### src/rtl/lfsr_gen_pkg.sv
// lfsr_gen_pkg: shared length/step limits and the per-length tap table for lfsr_gen.
// Contents:
//   LFSR_MIN_LEN, LFSR_MAX_LEN  legal register widths
//   LFSR_MAX_STEPS              largest number of shifts per transfer
//   taps(length)                16-bit feedback tap mask, bit i set when state bit i is a tap
package lfsr_gen_pkg;

    localparam int LFSR_MIN_LEN   = 3;
    localparam int LFSR_MAX_LEN   = 16;
    localparam int LFSR_MAX_STEPS = 8;

    function automatic logic [15:0] taps(input int length);
        case (length)
            3:       taps = 16'h0006;
            4:       taps = 16'h000C;
            5:       taps = 16'h0014;
            6:       taps = 16'h0030;
            7:       taps = 16'h0060;
            8:       taps = 16'h00B8;
            9:       taps = 16'h0110;
            10:      taps = 16'h0240;
            11:      taps = 16'h0500;
            12:      taps = 16'h0829;
            13:      taps = 16'h100D;
            14:      taps = 16'h2015;
            15:      taps = 16'h6000;
            16:      taps = 16'hD008;
            default: taps = 16'h0000;
        endcase
    endfunction

endpackage

### src/rtl/lfsr_gen_step.sv
// lfsr_gen_step: one combinational LFSR shift (state in, state out).
// Ports:
//   state       in   LENGTH  current register value
//   state_next  out  LENGTH  value after a single left shift with feedback in bit 0
// Parameters: LENGTH (3..16), FULL_CYCLE (1 = the all-zero state is part of the cycle).
module lfsr_gen_step
    import lfsr_gen_pkg::*;
#(
    parameter int LENGTH     = 6,
    parameter int FULL_CYCLE = 1
) (
    input  logic [LENGTH-1:0] state,
    output logic [LENGTH-1:0] state_next
);

    localparam logic [15:0] TAP_MASK = taps(LENGTH);

    logic lockup;
    logic din;

    // Flipping the feedback when all bits below the MSB are zero splices the
    // all-zero state into the maximal-length cycle (de Bruijn extension).
    always_comb begin
        lockup     = (FULL_CYCLE != 0) ? ~|state[LENGTH-2:0] : 1'b0;
        din        = ^(state & TAP_MASK[LENGTH-1:0]) ^ lockup;
        state_next = {state[LENGTH-2:0], din};
    end

endmodule

### src/rtl/lfsr_gen.sv
// lfsr_gen: multi-step LFSR pattern generator with seed load, valid/ready output and optional wrap pulse.
// Ports:
//   clock      in   1       rising-edge clock
//   reset      in   1       synchronous active-high reset
//   load       in   1       load seed into the state on this edge (beats a transfer)
//   seed       in   LENGTH  seed value; zero becomes all-ones when FULL_CYCLE = 0
//   out_ready  in   1       consumer takes dout this cycle
//   out_valid  out  1       dout holds a valid pattern word
//   dout       out  LENGTH  current LFSR state
//   dout_next  out  LENGTH  state STEPS shifts ahead of dout (combinational)
//   wrap       out  1       one-cycle pulse after the transfer that crosses the period boundary
// Build option: define LFSR_GEN_WRAP_EN to build the period counter; otherwise wrap is tied low.
module lfsr_gen
    import lfsr_gen_pkg::*;
#(
    parameter int LENGTH     = 6,
    parameter int STEPS      = 1,
    parameter int FULL_CYCLE = 1
) (
    input  logic              clock,
    input  logic              reset,
    input  logic              load,
    input  logic [LENGTH-1:0] seed,
    input  logic              out_ready,
    output logic              out_valid,
    output logic [LENGTH-1:0] dout,
    output logic [LENGTH-1:0] dout_next,
    output logic              wrap
);

    if (LENGTH < LFSR_MIN_LEN || LENGTH > LFSR_MAX_LEN || STEPS < 1 || STEPS > LFSR_MAX_STEPS) begin : g_bad_param
        $error("lfsr_gen: LENGTH must be 3..16 and STEPS 1..8");
    end

    logic [STEPS:0][LENGTH-1:0] chain;
    logic [LENGTH-1:0]          seed_eff;
    logic                       fire;

    assign chain[0]  = dout;
    assign dout_next = chain[STEPS];
    assign fire      = out_valid & out_ready;
    // Without the full cycle, all-zero would lock the register up.
    assign seed_eff  = (FULL_CYCLE == 0 && seed == '0) ? '1 : seed;

    for (genvar i = 0; i < STEPS; i++) begin : g_step
        lfsr_gen_step #(
            .LENGTH     (LENGTH),
            .FULL_CYCLE (FULL_CYCLE)
        ) u_step (
            .state      (chain[i]),
            .state_next (chain[i+1])
        );
    end

    always_ff @(posedge clock) begin
        if (reset) begin
            dout      <= '1;
            out_valid <= 1'b0;
        end else begin
            out_valid <= 1'b1;
            if (load)
                dout <= seed_eff;
            else if (fire)
                dout <= dout_next;
        end
    end

`ifdef LFSR_GEN_WRAP_EN
    localparam int PERIOD = (FULL_CYCLE != 0) ? 2 ** LENGTH : 2 ** LENGTH - 1;

    logic [LENGTH-1:0] count;
    logic [LENGTH+1:0] count_sum;
    logic              cross;

    // Two extra bits so count + STEPS and PERIOD (up to 2^16) compare without overflow.
    assign count_sum = {2'b00, count} + (LENGTH+2)'(STEPS);
    assign cross     = count_sum >= (LENGTH+2)'(PERIOD);

    always_ff @(posedge clock) begin
        if (reset || load) begin
            count <= '0;
            wrap  <= 1'b0;
        end else if (fire) begin
            count <= cross ? LENGTH'(count_sum - (LENGTH+2)'(PERIOD)) : count_sum[LENGTH-1:0];
            wrap  <= cross;
        end else begin
            wrap  <= 1'b0;
        end
    end
`else
    assign wrap = 1'b0;
`endif

endmodule

### config.mk
export PLATFORM = sky130hd
export DESIGN_NAME = lfsr_gen
export DESIGN_NICKNAME = d
export VERILOG_FILES = /design/src/rtl/lfsr_gen_pkg.sv /design/src/rtl/lfsr_gen_step.sv /design/src/rtl/lfsr_gen.sv
export SDC_FILE = /design/constraint.sdc
export NUM_CORES = 1
export LEC_CHECK = 0
export CAP_MARGIN = 20
export CORE_AREA = 10 10 47 49
export DETAILED_ROUTE_END_ITERATION = 8
export DIE_AREA = 0 0 57 59
export PLACE_DENSITY = 0.67
export RECOVER_POWER = 100
export REMOVE_ABC_BUFFERS = 1
export SLEW_MARGIN = 15
export SYNTH_ARGS = -nofsm -noshare
export SYNTH_HDL_FRONTEND = slang
export SYNTH_HIERARCHICAL = 1
export SYNTH_SLANG_ARGS = --single-unit
### constraint.sdc
create_clock -name clock -period 2.43 [get_ports clock]
set_input_delay 0.486 -clock clock [delete_from_list [all_inputs] [get_ports clock]]
set_output_delay 0.486 -clock clock [all_outputs]
set_load 0.05 [all_outputs]
==> impl_metrics.toml <==
[clocking]
cts_root_buf = "clkbuf_4"
cts_inserted_buffers = 3
cts-resized-gates = 0
cts.hold.buffers_added = 0
cts_setup_buffers = 0
cts_sinks = 7
cts_tree = "built"
cts-htree-levels = 1
clk_latency_ns = 0.24
ctsLongestPathBuffers = 2
cts.clk_slew.worst_paths_ns = 0.05

[worst_setup_path]
cp_max_fo = 5
crit_chain = "dlygate4sd3_1"
crit_type = "reg2out"
critical_path.top_delay_family = "buffers and inverters"
cp.required_ns = 1.94
arrival_ns = 1.54
slowest_delay_ns = 0.90
startpoint_type = "flip-flop"
cp_slowest_cell = "dlygate4sd3_1"
end_kind = "primary output"
r2r_start = "dout[3]$_SDFFE_PP1P_"
cp.buffers_inverters = 1
crit_start = "dout[2]$_SDFFE_PP1P_"

[power_and_ir_drop]
power_mw = 0.373
ir_drop_uv = 245
leakagePower_nw = 0.205
power_density_nw_per_um2 = 627

[die]
die_h_um = 59
io_pins = 24
initial_core_util = 0.284
coreArea_um2 = 1400
die_area_um2 = 3360
dieWidth_um = 57
num_rows = 14

[route]
vias = 368
routedWlPerCell_um = 13.1
drtIter0Drc = 17
drcViolationCount = 0
final_antenna_net_count = 0
routed_via_density = 4.60
drt_wl_total_mm = 1.05
drtPass1Iterations = 5

[placed_design]
gp_congestion = 0.729
dpl_cell_area_um2 = 572
place_inst = 76
place_ws_ns = 0.534
dp_hpwl_um = 809
numPortBuffers = 22

[synthesis]
mappedNetlistArea_um2 = 398
ys_seq_area_frac = 0.352
yosysWarningCount = 6
synth.avg_cell_area_um2 = 8.65
syn_inst = 46
yosysUniqueCellTypes = 15
ys_seq_elements = 7

[sta]
worstMarginPinSlew_ns = 0.529
hold_violations = 0
post-route-period-util = 0.834
setup_viol = 0
slew_headroom = 0.647
drv_slew = 0
min_period_ns = 2.03
fin_worst_skew_ns = 0.000751
max_freq_mhz = 493
rsz0062_at_grt = "false"
layout_setup_ws_ns = 0.403

[finish]
syn_to_final_growth_pct = 49.4
diodes = 0
fin_area_um2 = 594
fin_cells = 80
fill_cells = 161
fin_util = 0.424
drive_above_1_share = 0.109
multi_input_comb_area_um2 = 186
nets = 75
seqCellArea_um2 = 140
final_cell_mix = "dlygate4sd3_1 (14), nor2_1 (7), dfxtp_1 (7), clkdlybuf4s50_1 (7), a211oi_1 (6)"
final_common_cell = "dlygate4sd3_1"

[global_route]
globalRouteTotalUtil = 0.0681
first_global_vias = 389
antenna_found_initial = 0
grt_pass1_wl_mm = 1.81
grt_max_degree = 15
grt_overflow = 0

[run_status]
outcome = "finished, final reports clean"

[worst_hold_path]
hold_path.class = "reg2reg"
min-delay-start = "dout[5]$_SDFFE_PP1P_"

[flow_run]
drv_cap = 0
metrics by stage:
step / hold slack [ns] / setup TNS, ns
2_1_floorplan: 0.613 / -0.0458
3_3_place_gp: 0.538 / 0
3_5_place_dp: 0.557 / 0
4_1_cts: 0.565 / 0
5_1_grt: 0.580 / 0
6_report: 0.559 / 0
layer usage:
metal	track usage	up-vias	routed length, µm
met5	0	-	0
met4	0.0302	0	0
met3	0.0579	0	165
met2	0.0915	17	430
met1	0.0744	162	450
li1	-	189	-
cell usage after synthesis (all sizes together):
master / number / area share
a211oi: 6 / 0.11
a21o: 1 / 0.038
a21oi: 1 / 0.022
and2b: 3 / 0.069
buf: 8 / 0.16
conb: 1 / 0.0094
dfxtp: 7 / 0.35
inv: 1 / 0.0094
nor2: 7 / 0.066
nor2b: 3 / 0.047
nor4: 1 / 0.016
o21ai: 6 / 0.075
xnor2: 1 / 0.022
flip-flops by register name, indices dropped and copies added (netlist names):
register,flops
out_valid,1
dout,6
area by class of cell:
class,instances,area share
tap,16,0.0337
sequential,7,0.236
timing repair buffer,22,0.366
clock buffer,4,0.0442
multi-input combinational,30,0.314
inverter,1,0.00632
worst paths after layout:
path,to,slack (ns),cells after the start
worst max-delay path,dout[2],0.40,1
worst min-delay path,dout[5]$_SDFFE_PP1P_,0.56,2
worst max register to register,dout[0]$_SDFFE_PP1P_,1.06,6
worst min register to register,dout[5]$_SDFFE_PP1P_,0.56,2
logic make-up (layout without fill, tap and decap cells):
family	Yosys count	in the layout	share of synthesized area
buffers and inverters	9	27	0.170
AO/OA/AOI/OAI	14	14	0.248
other	1	1	0.00942
XOR/XNOR	1	1	0.0220
flip-flops	7	7	0.352
AND/OR/NAND/NOR	14	14	0.198
report_power, final:
part	leakage (nW)	internal [mW]	total (mW)	switching [mW]
logic	0.132	0.0490	0.137	0.0882
clock network	0.0150	0.0625	0.103	0.0407
registers	0.0582	0.124	0.132	0.00877
(Power assumes the default switching activity.)
